==> src/rtl/rob_ret_arb.sv <==
// rob_ret_arb: matches KOB channel heads against bank response heads, round-robin onto one registered return port,
// and flags bank responses that sit unclaimed for STALL_MAX cycles.
module rob_ret_arb #(
    parameter int NCH       = 3,
    parameter int NB        = 4,
    parameter int BW        = $clog2(NB),
    parameter int CW        = 2,
    parameter int DW        = 128,
    parameter int STALL_MAX = 255
) (
    input  logic              clk,
    input  logic              rst,
    input  logic [NCH-1:0]    ch_rob_req_i,
    input  logic [NCH*BW-1:0] ch_rob_bank_id_i,
    output logic [NCH-1:0]    ch_rob_ack_o,
    input  logic [NB-1:0]     bank_rsp_valid_i,
    input  logic [NB*CW-1:0]  bank_rsp_ch_i,
    input  logic [NB*DW-1:0]  bank_rsp_data_i,
    output logic [NB-1:0]     bank_rsp_ready_o,
    output logic              rsp_valid_o,
    input  logic              rsp_ready_i,
    output logic [CW-1:0]     rsp_ch_o,
    output logic [BW-1:0]     rsp_bank_o,
    output logic [DW-1:0]     rsp_data_o,
    output logic [NB-1:0]     err_orphan_o,
    input  logic              err_clr_i
);
    localparam int SW = $clog2(STALL_MAX + 1);

    logic [NCH-1:0] match;
    logic [BW-1:0]  hb [NCH];
    logic [CW-1:0]  bc [NB];
    logic [DW-1:0]  bd [NB];
    logic           slot_free, gnt_v;
    logic [CW-1:0]  gnt_c, k;
    logic [BW-1:0]  gnt_b;

    logic           rsp_valid_q, rsp_valid_d;
    logic [CW-1:0]  rsp_ch_q, rsp_ch_d, rr_q, rr_d;
    logic [BW-1:0]  rsp_bank_q, rsp_bank_d;
    logic [DW-1:0]  rsp_data_q, rsp_data_d;
    logic [NB-1:0]  err_q, err_d;
    logic [SW-1:0]  cnt_q [NB];
    logic [SW-1:0]  cnt_d [NB];

    for (genvar b = 0; b < NB; b++) begin : g_bank
        assign bc[b] = bank_rsp_ch_i[b*CW +: CW];
        assign bd[b] = bank_rsp_data_i[b*DW +: DW];
        // any cycle the head is present but not popped counts toward an orphan
        assign cnt_d[b] = (!bank_rsp_valid_i[b] || bank_rsp_ready_o[b]) ? '0 :
                          (cnt_q[b] == SW'(STALL_MAX)) ? cnt_q[b] : cnt_q[b] + 1'b1;
        assign err_d[b] = (cnt_q[b] == SW'(STALL_MAX)) | (err_q[b] & ~err_clr_i);
    end

    // owner ids >= NCH can never equal a channel index, so they never match
    for (genvar c = 0; c < NCH; c++) begin : g_ch
        assign hb[c]    = ch_rob_bank_id_i[c*BW +: BW];
        assign match[c] = ch_rob_req_i[c] & bank_rsp_valid_i[hb[c]] & (bc[hb[c]] == CW'(c));
    end

    assign slot_free = ~rsp_valid_q | rsp_ready_i;

    always_comb begin
        gnt_v = 1'b0;
        gnt_c = '0;
        k     = '0;
        for (int i = 0; i < NCH; i++) begin
            k = CW'((32'(rr_q) + 32'(i)) % NCH);
            if (slot_free && !gnt_v && match[k]) begin
                gnt_v = 1'b1;
                gnt_c = k;
            end
        end
    end

    assign gnt_b            = hb[gnt_c];
    assign ch_rob_ack_o     = gnt_v ? NCH'(1) << gnt_c : '0;
    assign bank_rsp_ready_o = gnt_v ? NB'(1) << gnt_b : '0;

    assign rsp_valid_d = gnt_v | (rsp_valid_q & ~rsp_ready_i);
    assign rsp_ch_d    = gnt_v ? gnt_c : rsp_ch_q;
    assign rsp_bank_d  = gnt_v ? gnt_b : rsp_bank_q;
    assign rsp_data_d  = gnt_v ? bd[gnt_b] : rsp_data_q;
    assign rr_d        = gnt_v ? ((gnt_c == CW'(NCH - 1)) ? '0 : gnt_c + 1'b1) : rr_q;

    always_ff @(posedge clk or posedge rst) begin
        if (rst) begin
            rsp_valid_q <= 1'b0;
            rsp_ch_q    <= '0;
            rsp_bank_q  <= '0;
            rsp_data_q  <= '0;
            rr_q        <= '0;
            err_q       <= '0;
            for (int b = 0; b < NB; b++) cnt_q[b] <= '0;
        end else begin
            rsp_valid_q <= rsp_valid_d;
            rsp_ch_q    <= rsp_ch_d;
            rsp_bank_q  <= rsp_bank_d;
            rsp_data_q  <= rsp_data_d;
            rr_q        <= rr_d;
            err_q       <= err_d;
            for (int b = 0; b < NB; b++) cnt_q[b] <= cnt_d[b];
        end
    end

    assign rsp_valid_o  = rsp_valid_q;
    assign rsp_ch_o     = rsp_ch_q;
    assign rsp_bank_o   = rsp_bank_q;
    assign rsp_data_o   = rsp_data_q;
    assign err_orphan_o = err_q;
endmodule

==> config.mk <==
export PLATFORM = sky130hd
export DESIGN_NAME = rob_ret_arb
export DESIGN_NICKNAME = d
export VERILOG_FILES = /design/src/rtl/rob_ret_arb.sv
export SDC_FILE = /design/constraint.sdc
export NUM_CORES = 1
export LEC_CHECK = 0
export CAP_MARGIN = 0
export CORE_AREA = 2 2 265 267
export CTS_BUF_LIST = sky130_fd_sc_hd__clkbuf_8
export CTS_CLUSTER_DIAMETER = 120
export DETAILED_ROUTE_END_ITERATION = 8
export DIE_AREA = 0 0 267 269
export HOLD_SLACK_MARGIN = 0.02
export SYNTH_ARGS = -nofsm -noshare
export SYNTH_HDL_FRONTEND = slang
export SYNTH_SLANG_ARGS = --single-unit
export TNS_END_PERCENT = 100
==> constraint.sdc <==
create_clock -name clk -period 10.4 [get_ports clk]
set_input_delay 2.08 -clock clk [delete_from_list [all_inputs] [get_ports clk]]
set_output_delay 2.08 -clock clk [all_outputs]
set_load 0.02 [all_outputs]
# Word-level counts from Yosys, hierarchy flattened
# Cells that the tools add are included.
[word_totals]
in_bits = 537
ff_bits = 171
[op_classes]
bitwise = 25
div = 3
n_reduce_logical = 16
n_mux = 44
n_shift = 2
order_cmp = 11
eq_ne = 11
add_sub_neg = 7
[op_table]
columns = ["cell", "count"]
rows = [
  ["$bmux 128 s2", 1],
  ["$mux 128", 2],
  ["$mod 32x2->32 const B", 2],
  ["$mux 8", 8],
  ["$add 8x1->8 const B", 4],
  ["$eq 8x8->1 const B", 4],
  ["$mod 2x2->32 const B", 1],
  ["$mux 2", 12],
  ["$lt 2x3->1 const B", 6],
  ["$bmux 2 s2", 4],
  ["$ge 3x3->1 const B", 5],
  ["$not 2->3", 5],
  ["$bmux 1 s2", 6],
  ["$and 1x1->1", 11],
  ["$mux 1", 9],
  ["$ne 2x2->1 const B", 4],
  ["$logic_not 1->1", 6],
  ["$or 1x1->1", 6],
  ["$logic_and 1x1->1", 5],
  ["$eq 2x2->1 const B", 2],
  ["$logic_or 1x1->1", 4],
  ["$mux 4", 1],
  ["$shl 1x2->4 const A", 1],
  ["$add 2x1->3 const B", 1],
  ["other kinds (7)", 9],
]

# Depth between registers and ports, before layout
[depth]
depth_word = 26
mapped_depth = 16
depth_no_buf = 11

# Least setup slack after synthesis
# Ideal clock, no wire load.
[synth_path]
kind = "input to output"
start = "in ch_rob_bank_id_i[1]"
end = "out bank_rsp_ready_o[2]"
path_slack_ns = 3.803
t_arrival_ns = 4.517
cell_stages = 11
n_path_buf = 2
path_cell_list = "nor4b_2 o211ai_1 and2_1 o32a_1 o21ai_2 mux2_4 a21oi_2 or2_1 buf_2 clkbuf_1 nor2_1"
[synth_between]
elab_chain_len = 24
word_cells_on_any_way = 34
cone_classes = "shift: 1; mux: 21; bitwise: 4; reduce/logical: 8"
[synth_lines]
columns = ["element", "line_no", "text"]
rows = [
  ["start, declared", "14", "input logic [NCH*BW-1:0] ch_rob_bank_id_i,"],
  ["$not 2->3 (not written as such)", "58", "assign match[c] = ch_rob_req_i[c] & bank_rsp_valid_i[hb[c]] & (bc[hb[c]] == CW'(c));"],
  ["$bmux 2 s2", "58", ""],
  ["$mux 2 (not written as such) (2 in a row)", "58", ""],
  ["$logic_not 2->1", "58", ""],
  ["$and 1x1->1", "58", ""],
  ["$bmux 1 s2", "69", "if (slot_free && !gnt_v && match[k]) begin"],
  ["$mux 1 (not written as such)", "69", ""],
  ["$logic_and 1x1->1", "69", ""],
  ["[... 5 more ...]", "--", ""],
  ["$logic_not 1->1", "69", ""],
  ["$logic_and 1x1->1 (2 in a row)", "69", ""],
  ["$mux 2", "69", ""],
  ["$not 2->3 (not written as such)", "76", "assign gnt_b = hb[gnt_c];"],
  ["$bmux 2 s2", "76", ""],
  ["$mux 2 (not written as such) (2 in a row)", "76", ""],
  ["$shl 1x2->4", "78", "assign bank_rsp_ready_o = gnt_v ? NB'(1) << gnt_b : '0;"],
  ["$mux 4 *", "78", ""],
  ["end, declared", "19", "output logic [NB-1:0] bank_rsp_ready_o,"],
]
# Every way passes the cells marked *; elsewhere a longest branch is shown, timed or not. The select of a mux whose other input is x is not followed.

# Final worst setup path
[layout_path]
start = "in bank_rsp_valid_i[2]"
end = "out bank_rsp_ready_o[3]"
[layout_between]
elab_chain_len = 22
word_cells_on_any_way = 37
cone_classes = "shift: 1; mux: 22; bitwise: 7; reduce/logical: 7"
[layout_lines]
columns = ["element", "line_no", "text"]
rows = [
  ["start, declared", "16", "input logic [NB-1:0] bank_rsp_valid_i,"],
  ["$bmux 1 s2", "58", ""],
  ["$mux 1 (not written as such)", "58", ""],
  ["$and 1x1->1 (2 in a row)", "58", ""],
  ["$bmux 1 s2", "69", ""],
  ["$mux 1 (not written as such)", "69", ""],
  ["$logic_and 1x1->1", "69", ""],
  ["$mux 1", "69", ""],
  ["$logic_not 1->1", "69", ""],
  ["[... 3 more ...]", "--", ""],
  ["$logic_not 1->1", "69", ""],
  ["$logic_and 1x1->1 (2 in a row)", "69", ""],
  ["$mux 2", "69", ""],
  ["$not 2->3 (not written as such)", "76", ""],
  ["$bmux 2 s2", "76", ""],
  ["$mux 2 (not written as such) (2 in a row)", "76", ""],
  ["$shl 1x2->4", "78", ""],
  ["$mux 4 *", "78", ""],
]
# Marked as above.

==> qor.yml <==
run_status:
  status: "finished clean"
setup_path:
  cp_max_fo: 55
  worstPathArrival_ns: 6.25
  cp-end-kind: "output port"
  r2r_slack_ns: 5.16
  r2r-end: "rsp_data_o[67]"
  path_class: "in -> out"
  rr_startpoint: "rr_q[1]"
  cp-start-kind: "input port"
  critPathRequiredTime_ns: 8.32
  r2r_cells: 12
sta:
  rsz0062_at_grt: "no"
  fmax_mhz: 120
  fin_skew_ns: 0.0249
  relSlewSlack_pct: 27.0
  tightest_slew_ns: 1.09
  fin_crit_sh_pct: 80.1
  slew_violations: 0
  min_period_ns: 8.33
  setup_viol_count_final: 0
  tns_ns: 0
  hold_violations: 0
grt:
  grt_util_all_layers_pct: 16.1
  antenna_found_initial: 9
  grt_max_degree: 164
  overflow: 0
  grt_first_pass_wirelength_mm: 88.9
  grt_pass1_vias: 14700
yosys:
  yosysWarnings: 0
  syn_avg_cell_area_um2: 8.74
  synth_nets: 2115
  ys.flop_type: "dfrtp_1"
  synth_edf_count: 0
  synth-seq-cells: 171
  synth_async_sr_flop_share_pct: 100
  synth_area_um2: 13700
  synthCells: 1572
  seq_area_frac_synth_pct: 31.2
  ys_types: 62
pwr:
  power.total_w: 0.00397
  peakVddDrop_v: 0.000107
  power_density_nw_per_um2: 184
  p_leak_nw: 8.49
place:
  io_buffers: 680
  place.detailed.hpwl_mm: 44.9
  gp_congestion: 0.879
floorplanning:
  start_util_pct: 19.8
  die_y_um: 269
  dieArea_um2: 71800
  die_x_um: 267
  core_um2: 69300
  num_io_pins: 681
  rows: 97
min_path:
  hold_depth: 2
  hp-class: "reg -> reg"
  hold_start: "rsp_data_o[1]"
  min_to: "rsp_data_o[1]"
cells_and_area:
  drive_gt1_share_pct: 6.97
  layout_commonest_cell: "clkdlybuf4s50_1"
  regArea_um2: 4280
  final_nets: 2667
  layout_common_cells: "clkdlybuf4s50_1 (680), nand2_1 (351), a211oi_1 (277), mux2i_1 (247), dfrtp_1 (171)"
  filler_cell_count: 7152
  multi_input_area_um2: 8600
  area_growth_pct: 57.3
clocking:
  insertion_delay_ns: 0.58
  postCtsSetupBuffers: 0
  cts_resized: 0
  clockRootBuffer: "clkbuf_8"
  holdBufCountCts: 0
  cts.htree.levels: 4
  numCtsBuffers: 17
  clock_sinks: 171
  clk_pin_slew_ns: 0.11
  cts_buffer_depth: 2
  cts_tree: "built"
routing:
  routed_wl_mm: 60.5
  vias: 14500
  first_iter_violations: 738
  avgRoutedWirePerCell_um: 19.6
  drc: 0
  dr.pass1.iters: 5
  vias_per_cell: 4.71
  antenna_left: 0
run:
  max_cap_violations: 0
[area by class of cell]
class | count | share of cell area (%)
Clock buffer | 17 | 1.08
Clock inverter | 15 | 0.863
Inverter | 31 | 0.573
Antenna cell | 3 | 0.0348
Sequential cell | 171 | 19.8
Multi-Input combinational cell | 1205 | 39.8
Timing Repair Buffer | 698 | 32.4
Tap cell | 940 | 5.44
[state kept, by name, summed over array words and instances (netlist names)]
register,count
rsp_bank_o,2
cnt_q,32
err_orphan_o,4
rsp_valid_o,1
rsp_data_o,128
rr_q,2
rsp_ch_o,2
[worst max-delay path, stage by stage]
cell and delay, ns:
clkdlybuf4s50_1 0.60, and4bb_2 0.29, nor2_1 0.09, o21ai_2 0.35, nor2_1 0.11, maj3_1 0.36, a211oi_1 0.41, nand2_4 0.48
or2_4 0.56, nor2_1 0.12, clkdlybuf4s50_1 0.77
[how the worst max path moves through the flow]
stage / start / endpoint / slack [ns] / cells past startpoint
2_1_floorplan: rst / cnt_q[0] / 3.69 / 1
4_1_cts: bank_rsp_valid_i[2] / bank_rsp_ready_o[3] / 1.99 / 11
3_3_place_gp: bank_rsp_valid_i[2] / bank_rsp_ready_o[3] / 1.96 / 11
3_5_place_dp: bank_rsp_valid_i[2] / bank_rsp_ready_o[3] / 1.99 / 11
6_report: bank_rsp_valid_i[2] / bank_rsp_ready_o[3] / 2.07 / 11
5_1_grt: bank_rsp_valid_i[2] / bank_rsp_ready_o[3] / 1.86 / 11
[metal layers]
layer	share of wire, %	vias to the layer above	GRT usage [%]
met2	50	558	28.0
li1	-	6939	-
met3	7.5	79	5.00
met1	40	6929	18.5
met5	0.089	-	0
met4	3.0	10	6.27
[cell usage after synthesis (all sizes together) (2+ instances only)]
| cell | count | area share, % |
|---|---|---|
| nand2 | 352 | 9.6 |
| a211oi | 278 | 15 |
| mux2i | 247 | 18 |
| dfrtp | 171 | 31 |
| clkbuf | 117 | 3.2 |
| o211ai | 116 | 9.0 |
| nor2 | 59 | 1.6 |
| buf | 48 | 2.5 |
| inv | 31 | 0.85 |
| o21ai | 18 | 0.74 |
| xor2 | 13 | 0.83 |
| nand4 | 11 | 0.50 |
| a21oi | 10 | 0.39 |
| nand3 | 10 | 0.36 |
| and3 | 9 | 0.41 |
| o2111ai | 9 | 0.57 |
| nand2b | 7 | 0.32 |
| ha | 6 | 0.55 |
| nor3 | 6 | 0.26 |
| and4bb | 4 | 0.36 |
| or2 | 4 | 0.18 |
| xnor2 | 4 | 0.26 |
| a21o | 3 | 0.16 |
| nand4b | 3 | 0.19 |
| nor2b | 3 | 0.14 |
| a21boi | 2 | 0.14 |
| and4b | 2 | 0.15 |
| nand3b | 2 | 0.11 |
| nand4bb | 2 | 0.16 |
| nor3b | 2 | 0.11 |
| nor4b | 2 | 0.22 |
| o21a | 2 | 0.11 |
| o31ai | 2 | 0.18 |
| or3 | 2 | 0.091 |
[kinds of logic after synthesis]
logic type / share of synthesized area (%)
simple gates: 14.9
compound gates: 27.6
mux: 18.1
buf+inv: 6.57
flops: 31.2
xor+xnor: 1.08
fa+ha+maj: 0.620
[report_power, final]
group	internal, W	switching (W)
combinational	0.00104	0.00133
sequential	0.000911	0.000147
clock	0.000188	0.000346
total	0.00214	0.00183
[metrics by stage]
step | hold slack, ns | instances | instance area [um2] | setup WS, ns | util (%)
5_1_grt | 0.514 | 3078 | 21600 | 1.86 | 31.2
2_1_floorplan | 0.479 | 1572 | 13700 | 3.69 | -
3_5_place_dp | 0.468 | 3045 | 21200 | 1.99 | 30.6
4_1_cts | 0.499 | 3077 | 21600 | 1.99 | 31.2
3_3_place_gp | 0.466 | 3045 | 21200 | 1.96 | 30.6
6_report | 0.497 | 3080 | 21600 | 2.07 | 31.2
No activity file was read; power rests on OpenSTA's default activity.
